[src/rtl/tile_map_writer.sv]
// tile_map_writer
// ---------------
// Write-side engine for the dual-clock tile RAM. Turns tile-level draw
// commands (single tile, filled rectangle, full-screen clear) into one RAM
// write per cycle in raster order, and blanks the whole map after reset so
// the display never shows uninitialised RAM.
//
// Handshake: a command is accepted on any rising clk_i edge where
// cmd_valid_i && cmd_ready_o. All command fields are captured at that edge.
// cmd_ready_o is high only in IDLE and drops the cycle after acceptance.
//
// Ports:
//   clk_i         game-logic clock, also the RAM write clock
//   rst_i         synchronous, active-high reset (restarts the blank sweep)
//   cmd_valid_i   command present
//   cmd_ready_o   block can accept a command (IDLE only)
//   cmd_op_i      0=WRITE, 1=RECT, 2=CLEAR, 3=reserved (rejected)
//   cmd_row_i     start tile row
//   cmd_col_i     start tile column
//   cmd_h_i       RECT height in tiles
//   cmd_w_i       RECT width in tiles
//   cmd_tile_i    tile code to write
//   data_o        RAM write data
//   write_addr_o  RAM write address
//   we_o          RAM write enable
//   busy_o        high whenever not IDLE
//   done_o        one-cycle pulse with the last write of a command
//   err_o         one-cycle pulse when a command is rejected
//
// Build option:
//   TILE_MAP_WRITER_CLIP_EN  when defined, a RECT running past the right or
//                            bottom edge is clipped to the map instead of
//                            being rejected.
//
// All outputs are registered: the values computed for a cycle appear on the
// outputs the cycle after the edge that decided them.

module tile_map_writer #(
    parameter int RAM_DATA_WIDTH = 7,
    parameter int RAM_ADDR_WIDTH = 9,
    parameter int MAP_COLS       = 20,
    parameter int MAP_ROWS       = 15,
    parameter int BLANK_TILE     = 0
) (
    input  logic                      clk_i,
    input  logic                      rst_i,
    input  logic                      cmd_valid_i,
    output logic                      cmd_ready_o,
    input  logic [1:0]                cmd_op_i,
    input  logic [3:0]                cmd_row_i,
    input  logic [4:0]                cmd_col_i,
    input  logic [3:0]                cmd_h_i,
    input  logic [4:0]                cmd_w_i,
    input  logic [RAM_DATA_WIDTH-1:0] cmd_tile_i,
    output logic [RAM_DATA_WIDTH-1:0] data_o,
    output logic [RAM_ADDR_WIDTH-1:0] write_addr_o,
    output logic                      we_o,
    output logic                      busy_o,
    output logic                      done_o,
    output logic                      err_o
);

    localparam int AW = RAM_ADDR_WIDTH;
    localparam int DW = RAM_DATA_WIDTH;

    localparam logic [AW-1:0] COLS_A    = AW'(MAP_COLS);
    localparam logic [AW-1:0] ROWS_A    = AW'(MAP_ROWS);
    localparam logic [AW-1:0] LAST_ADDR = AW'(MAP_COLS * MAP_ROWS - 1);
    localparam logic [DW-1:0] BLANK     = DW'(BLANK_TILE);

    localparam logic [1:0] OP_WRITE = 2'd0;
    localparam logic [1:0] OP_RECT  = 2'd1;
    localparam logic [1:0] OP_CLEAR = 2'd2;

    // LAST: the final write of a sweep/command is on the outputs; the next
    // edge returns to IDLE, so cmd_ready_o rises the cycle after that write.
    typedef enum logic [2:0] {
        ST_SWEEP,
        ST_IDLE,
        ST_RECT,
        ST_CLEAR,
        ST_LAST,
        ST_REJECT
    } state_t;

    state_t          state_q, state_n;
    logic            we_q, we_n;
    logic [AW-1:0]   addr_q, addr_n;
    logic [DW-1:0]   data_q, data_n;
    logic            done_q, done_n;
    logic            err_q, err_n;
    logic            ready_q, ready_n;

    // Rectangle walk: row_base is the address of the current row's first
    // tile, so moving to the next row is one add of MAP_COLS.
    logic [AW-1:0]   row_base_q, row_base_n;
    logic [4:0]      col_cnt_q, col_cnt_n;   // tiles written in current row
    logic [3:0]      row_left_q, row_left_n; // rows still to start after this one
    logic [4:0]      w_q, w_n;               // effective rectangle width

    // Command decode (combinational on the command inputs)
    logic [AW-1:0]   row_a, col_a, start_addr;
    logic            in_map, rect_fits, rect_ok;
    logic [4:0]      w_eff;
    logic [3:0]      h_eff;
    logic            accept;

    assign row_a      = AW'(cmd_row_i);
    assign col_a      = AW'(cmd_col_i);
    assign start_addr = row_a * COLS_A + col_a;
    assign in_map     = (row_a < ROWS_A) && (col_a < COLS_A);

`ifdef TILE_MAP_WRITER_CLIP_EN
    // Room left to the right/bottom edge; only meaningful when in_map holds,
    // which also guarantees it is at least 1.
    logic [4:0] room_w;
    logic [3:0] room_h;
    assign room_w    = 5'(MAP_COLS) - cmd_col_i;
    assign room_h    = 4'(MAP_ROWS) - cmd_row_i;
    assign w_eff     = (cmd_w_i > room_w) ? room_w : cmd_w_i;
    assign h_eff     = (cmd_h_i > room_h) ? room_h : cmd_h_i;
    assign rect_fits = 1'b1;
`else
    assign w_eff     = cmd_w_i;
    assign h_eff     = cmd_h_i;
    assign rect_fits = (col_a + AW'(cmd_w_i) <= COLS_A) &&
                       (row_a + AW'(cmd_h_i) <= ROWS_A);
`endif

    assign rect_ok = in_map && (cmd_w_i != 5'd0) && (cmd_h_i != 4'd0) && rect_fits;
    assign accept  = cmd_valid_i && ready_q;

    always_ff @(posedge clk_i) begin
        if (rst_i) begin
            state_q    <= ST_SWEEP;
            we_q       <= 1'b0;
            addr_q     <= '0;
            data_q     <= '0;
            done_q     <= 1'b0;
            err_q      <= 1'b0;
            ready_q    <= 1'b0;
            row_base_q <= '0;
            col_cnt_q  <= '0;
            row_left_q <= '0;
            w_q        <= '0;
        end else begin
            state_q    <= state_n;
            we_q       <= we_n;
            addr_q     <= addr_n;
            data_q     <= data_n;
            done_q     <= done_n;
            err_q      <= err_n;
            ready_q    <= ready_n;
            row_base_q <= row_base_n;
            col_cnt_q  <= col_cnt_n;
            row_left_q <= row_left_n;
            w_q        <= w_n;
        end
    end

    always_comb begin
        state_n    = state_q;
        we_n       = 1'b0;
        addr_n     = addr_q;
        data_n     = data_q;
        done_n     = 1'b0;
        err_n      = 1'b0;
        ready_n    = 1'b0;
        row_base_n = row_base_q;
        col_cnt_n  = col_cnt_q;
        row_left_n = row_left_q;
        w_n        = w_q;

        case (state_q)
            ST_SWEEP: begin
                // First sweep write follows reset (we_q low, addr 0).
                we_n   = 1'b1;
                addr_n = we_q ? (addr_q + 1'b1) : '0;
                data_n = BLANK;
                if (addr_n == LAST_ADDR) begin
                    state_n = ST_LAST;
                end
            end

            ST_IDLE: begin
                ready_n = 1'b1;
                if (accept) begin
                    ready_n = 1'b0;
                    case (cmd_op_i)
                        OP_WRITE: begin
                            if (in_map) begin
                                we_n    = 1'b1;
                                addr_n  = start_addr;
                                data_n  = cmd_tile_i;
                                done_n  = 1'b1;
                                state_n = ST_LAST;
                            end else begin
                                err_n   = 1'b1;
                                state_n = ST_REJECT;
                            end
                        end
                        OP_RECT: begin
                            if (rect_ok) begin
                                we_n       = 1'b1;
                                addr_n     = start_addr;
                                data_n     = cmd_tile_i;
                                row_base_n = start_addr;
                                col_cnt_n  = 5'd1;
                                row_left_n = h_eff - 4'd1;
                                w_n        = w_eff;
                                if ((w_eff == 5'd1) && (h_eff == 4'd1)) begin
                                    done_n  = 1'b1;
                                    state_n = ST_LAST;
                                end else begin
                                    state_n = ST_RECT;
                                end
                            end else begin
                                err_n   = 1'b1;
                                state_n = ST_REJECT;
                            end
                        end
                        OP_CLEAR: begin
                            we_n   = 1'b1;
                            addr_n = '0;
                            data_n = cmd_tile_i;
                            if (LAST_ADDR == '0) begin
                                done_n  = 1'b1;
                                state_n = ST_LAST;
                            end else begin
                                state_n = ST_CLEAR;
                            end
                        end
                        default: begin
                            err_n   = 1'b1;
                            state_n = ST_REJECT;
                        end
                    endcase
                end
            end

            ST_RECT: begin
                we_n = 1'b1;
                if (col_cnt_q == w_q) begin
                    row_base_n = row_base_q + COLS_A;
                    addr_n     = row_base_q + COLS_A;
                    col_cnt_n  = 5'd1;
                    row_left_n = row_left_q - 4'd1;
                end else begin
                    addr_n    = addr_q + 1'b1;
                    col_cnt_n = col_cnt_q + 5'd1;
                end
                if ((row_left_n == 4'd0) && (col_cnt_n == w_q)) begin
                    done_n  = 1'b1;
                    state_n = ST_LAST;
                end
            end

            ST_CLEAR: begin
                we_n   = 1'b1;
                addr_n = addr_q + 1'b1;
                if (addr_n == LAST_ADDR) begin
                    done_n  = 1'b1;
                    state_n = ST_LAST;
                end
            end

            ST_LAST, ST_REJECT: begin
                ready_n = 1'b1;
                state_n = ST_IDLE;
            end

            default: begin
                state_n = ST_IDLE;
                ready_n = 1'b1;
            end
        endcase
    end

    assign we_o         = we_q;
    assign write_addr_o = addr_q;
    assign data_o       = data_q;
    assign done_o       = done_q;
    assign err_o        = err_q;
    assign cmd_ready_o  = ready_q;
    assign busy_o       = !ready_q;

endmodule

[config.mk]
export PLATFORM = sky130hd
export DESIGN_NAME = tile_map_writer
export DESIGN_NICKNAME = d
export VERILOG_FILES = /design/src/rtl/tile_map_writer.sv
export SDC_FILE = /design/constraint.sdc
export NUM_CORES = 1
export LEC_CHECK = 0
export CAP_MARGIN = 40
export CORE_UTILIZATION = 30
export DETAILED_ROUTE_END_ITERATION = 8
export HOLD_SLACK_MARGIN = 0.02
export SYNTH_ARGS = -nofsm -noshare
export SYNTH_HDL_FRONTEND = slang
export SYNTH_SLANG_ARGS = --single-unit
[constraint.sdc]
create_clock -name clk_i -period 3.9 [get_ports clk_i]
set_input_delay 0.975 -clock clk_i [delete_from_list [all_inputs] [get_ports clk_i]]
set_output_delay 0.975 -clock clk_i [all_outputs]
set_load 0.05 [all_outputs]
Word level (Yosys, flattened, before mapping). Index checks and enable logic that the tools add are counted.

Register bits after elaboration: 46. Bits of input ports: 30. Output and inout bits: 21. Word-level logic and storage cells: 126.

Add/sub/neg operators: 8. Multipliers: 1. $lt $le $gt $ge: 4. Eq/ne operators: 21. Multiplexer cells: 54. Bitwise gates (word level): 2. Reduce and logical (&&, ||, !) cells: 25.

Operator list (number): $mux 9 (8); $pmux 9 s4 (1); $pmux 9 s3 (1); $mux 5 (5); $mux 7 (3); $pmux 7 s3 (1); $mux 4 (5); $eq 9x9->1 const B (2); $mux 3 (6); $pmux 9 s2 (1); $reduce_and 5->1 (3); $pmux 7 s2 (1); $mux 1 (12); $ne 2x2->1 const B (6); $pmux 3 s4 (1); $reduce_and 4->1 (3); $eq 5x5->1 (2); $pmux 5 s2 (1); $add 9x1->9 const B (1); $add 9x5->9 (1); $add 9x5->9 const B (1); $pmux 1 s3 (3); $pmux 3 s3 (1); $logic_and 1x1->1 (8); 29 further kinds (38).

Depth between registers and ports, before layout.
Depth in word-level cells: 9. Mapped depth: 11.

Worst setup path after synthesis. Ideal clock, no wire load.

Kind: input to register. Start: input cmd_col_i[0]. End: register row_base_q[2]. Data arrival time: 3025 ps. Slack: 787 ps. Stages on the path: 10. Path buffers: 1. Path through: ha_1 > fa_1 > a21o_1 > a211oi_1 > a311oi_2 > a21oi_4 > o221a_4 > buf_6 > a21oi_2 > a311oi_2.

Cells in the longest elaborated chain, start to end: 7. Elaborated cells between the ends (all ways): 15. Those cells by class: 2 x add/sub; 2 x order compare; 1 x eq/ne; 4 x mux; 6 x reduce/logical.

Ends and longest elaborated chain: start: declaration (RTL line 51) `input logic [4:0] cmd_col_i,`; parallel branches: the longest is 7 deep, another holds $add 5x5->6; end signal: assignment (RTL line 154) `row_base_q <= row_base_n;`; end: declaration (RTL line 96) `logic [AW-1:0] row_base_q, row_base_n;`.

Several ways; the timed one is not identified. The select of a mux whose other input is x is not followed. A chain may end at the register's enable or synchronous reset.

Final worst setup path.
Start: input cmd_w_i[0]. End: register data_q[5], in the netlist data_o[5].

Cells in the longest elaborated chain, start to end: 6. Elaborated cells between the ends (all ways): 9. Those cells by class: 1 x add/sub; 1 x order compare; 1 x eq/ne; 6 x reduce/logical.

Ends and longest elaborated chain: start: declaration (RTL line 53) `input logic [4:0] cmd_w_i,`; $add 5x5->6 or $reduce_bool 5->1 (tied branches) (RTL line 126, 130); $le 6x5->1 or $logic_and 1x1->1 (tied branches) (RTL line 126, 130); $logic_and 1x1->1 (on tied branches) (RTL line 126, 130); $logic_and 1x1->1 * (RTL line 130) `assign rect_ok = in_map && (cmd_w_i != 5'd0) && (cmd_h_i != 4'd0) && rect_fits;`; $ne 3x3->1 (no line) *; $reduce_and 5->1 (no line) *; end signal: assignment (RTL line 150) `data_q <= data_n;`; end: declaration (RTL line 89) `logic [DW-1:0] data_q, data_n;`.

Every way passes the cells marked *; elsewhere a longest branch is shown, timed or not.

==> results.sh <==
export IMPL_outcome="complete, no violations"
export IMPL_synthArstFlopShare_pct=0
export IMPL_power_net_switching_mw=0.783
export IMPL_grt_first_pass_wirelength_um=15200
export IMPL_nFillCells=1215
export IMPL_area_delta_synth_final_pct=23.6
export IMPL_io_pins=51
export IMPL_max_slew_worst_pin_slew_ns=0.781
export IMPL_power_density_nw_per_um2=433
export IMPL_post_cts_hold_buffer_count=0
export IMPL_drive_gt1_share_pct=6.49
export IMPL_synthTopCellsByArea="dfxtp_1 (26%), ha_1 (7.8%), mux2i_1 (5.1%)"
export IMPL_post_route_drc_count=0
export IMPL_core_area_um2=11400
export IMPL_postSynthRegisterBits=46
export IMPL_worst_setup_path_start_kind="input pin"
export IMPL_fp_dieW_um=110
export IMPL_clock_tree_skew_after_final_layout_ns=0.00873
export IMPL_finalWirelength_um=9310
export IMPL_post_route_worst_setup_slack_ns=0.326
export IMPL_tritoncts_num_buffers=5
export IMPL_power_leakage_nw=1.59
export IMPL_synth_main_ff_cell="dfxtp_1"
export IMPL_yosysTopAreaCell="dfxtp_1"
export IMPL_wl_per_cell_um=15.0
export IMPL_comb_power_share_pct=43.6
export IMPL_reg2reg_setup_slack_ns=1.35
export IMPL_fp_dieArea_um2=12100
export IMPL_clkSlewWorstSetupHoldPaths_ns=0.06
export IMPL_setup_viol=0
export IMPL_worst_path_max_fanout=18
export IMPL_register_area_um2=921
export IMPL_die_h_um=110
export IMPL_cts_buffer_depth=2
export IMPL_cts_tree="done"
export IMPL_drt_pre_antenna_iters=4
export IMPL_grtUsageTotal_pct=16.1
export IMPL_clk_insertion_delay_late_ns=0.29
export IMPL_synth_fp_nets=483
export IMPL_dr_first_iter_drc_count=324
export IMPL_antenna_violating_nets_post_route=0
export IMPL_pwr_share_clk_pct=23.0
export IMPL_number_of_warnings_issued_by_yosys=0
export IMPL_antenna_found_initial=0
export IMPL_critical_path_cell_chain="clkdlybuf4s50_1 -> ha_1 -> fa_1 -> a21o_1 -> a211oi_1 -> a311oi_2 -> a21oi_4 -> a21oi_4 -> buf_12 -> nor2_4 -> mux2i_1"
export IMPL_floorplan_initialDensity_pct=30.8
export IMPL_clockRootBuffer="clkbuf_16"
export IMPL_maxCapViolCount=0
export IMPL_share_of_the_synthesized_area_in_the_top_cell_type_pct=26.2
export IMPL_fmax_ghz=0.280
export IMPL_seq_area_frac_synth_pct=26.2
export IMPL_period_needed_ns=3.57
export IMPL_dp_final_hpwl_um=7100
export IMPL_final_net_count=533
export IMPL_post_cts_repair_setup_buffers=0
export IMPL_timing_hold_ws_ns=0.473
export IMPL_globalRoute_totalOverflow=0
export IMPL_port_buffers=50
export IMPL_power_share_sequential_pct=33.4
export IMPL_tns_ns=0
export IMPL_endpoint_kind="flop"
export IMPL_most_common_cell_type_on_the_critical_path="a21oi_4"
export IMPL_routed_via_count=3304
export IMPL_p_int_mw=1.10
export IMPL_final_max_slew_violation_count=0
export IMPL_hold_violations=0
export IMPL_power_switching_fraction_pct=41.7
export IMPL_routabilityCongestion=0.829
export IMPL_antenna_cells=0
export IMPL_timing_hold_worst_class="flop to flop"
export IMPL_critical_path_max_stage_delay_ns=0.47
export IMPL_slew_headroom_pct=47.5
export IMPL_synthesis_instances=427
export IMPL_rsz0062_at_grt="no"
export IMPL_post_route_period_util_pct=91.6
export IMPL_synth_edf_count=0
export IMPL_numClockSinks=46
export IMPL_worstPathArrival_ns=3.79
export IMPL_ctsResizeCount=0
export IMPL_synth_area_per_cell_um2=8.23
export IMPL_most_common_cell_after_layout_fill_and_taps_aside="clkdlybuf4s50_1"
export IMPL_grt_max_degree=54
export IMPL_mostFrequentLayoutCells="clkdlybuf4s50_1 (50), nand2_1 (47), dfxtp_1 (46), nor2_1 (37), a21oi_1 (27)"
export IMPL_cts_htree_levels=2
export IMPL_critPathSlowestCell="clkdlybuf4s50_1"
export IMPL_synth_cell_types=62
export IMPL_multi_input_comb_area_um2=2460
export IMPL_floorplan_rows=39
export IMPL_timing_setup_critical_path_class="input pin to flop"
export IMPL_critical_path_required_ns=4.12
export IMPL_dp_slack_ns=0.0106
export IMPL_post_drt_via_cell_ratio=5.32
export IMPL_vdd_ir_drop_worst_mv=0.396
export IMPL_vias_in_the_first_global_route=3103
export IMPL_synthesis_area_um2=3510
[stage by stage]
stage	total power [mW]	area [um2]	instances	util [%]
finish	1.88	4340	621	38.0
global route	1.98	4340	621	38.0
CTS	1.88	4340	621	38.0
detailed placement	1.45	4200	613	36.8
global placement	1.43	4200	613	36.8
floorplan	1.20	3510	427	-
[critical path, delay by kind of cell]
family          cells  cell delay [ns]
buf+inv             2             0.64
compound gates      5             1.02
mux                 1             0.22
simple gates        1             0.24
fa+ha+maj           2             0.69
[sequential cells by signal, summed over array words and instances, names as in the netlist]
name / cells
cmd_ready_o: 1
row_left_q: 4
col_cnt_q: 5
err_o: 1
w_q: 5
data_o: 7
row_base_q: 9
we_o: 1
done_o: 1
write_addr_o: 9
state_q: 3
[layout make-up]
cell class	count	area share [%]
Timing Repair Buffer	59	13.4
Multi-Input combinational cell	351	56.8
Sequential cell	46	21.2
Inverter	14	1.21
Clock inverter	2	0.317
Clock buffer	6	2.97
Tap cell	143	4.12
[layer usage]
layer | GRT usage [%] | part of all wire, % | vias up
met5 | 0 | 0 | -
met4 | 5.45 | 1.3 | 0
met3 | 1.47 | 4.1 | 11
met2 | 25.8 | 44 | 85
met1 | 22.6 | 50 | 1542
li1 | - | - | 1666
[cell usage after synthesis (3+ instances only)]
cell	instances
a211oi_1	8
a21o_1	4
a21oi_1	27
a221oi_1	3
a311oi_1	3
a311oi_2	3
a31oi_1	3
a41oi_1	3
and2_1	4
and3_1	4
buf_2	5
clkbuf_1	10
dfxtp_1	46
fa_1	4
ha_1	22
inv_1	14
mux2i_1	18
nand2_1	47
nand2b_1	24
nand3_1	10
nor2_1	37
nor2b_1	5
nor3_1	15
nor3b_1	4
nor4_1	4
nor4b_1	3
o2111ai_1	3
o211ai_1	5
o21ai_0	11
o21ai_1	3
o22ai_1	3
o32ai_1	7
xnor2_1	20
xor2_1	7
[cell families (layout without fill, tap and decap cells)]
logic type / count (synthesis) / after routing / share of synthesized area (%)
flops: 46 / 46 / 26.2
compound gates: 112 / 112 / 24.0
buf+inv: 30 / 81 / 3.60
mux: 19 / 19 / 5.45
simple gates: 167 / 167 / 23.8
fa+ha+maj: 26 / 26 / 10.1
xor+xnor: 27 / 27 / 6.73
[final timing paths]
kind                            startpoint               to  cells past startpoint
worst min register to register   data_o[6]        data_o[6]                      2
worst max register to register  state_q[1]  write_addr_o[3]                      5
worst min-delay path             data_o[6]        data_o[6]                      2
worst max-delay path            cmd_w_i[0]        data_o[5]                     11
[power by group through the flow]
stage,clock network (mW),registers (mW),logic (mW)
after global routing,0.455,0.640,0.888
after floorplan,0,0.751,0.447
after detailed placement,0,0.636,0.816
after CTS,0.436,0.625,0.820
final,0.432,0.627,0.819
after global placement,0,0.634,0.800
Power figures use the tool's default switching activity.
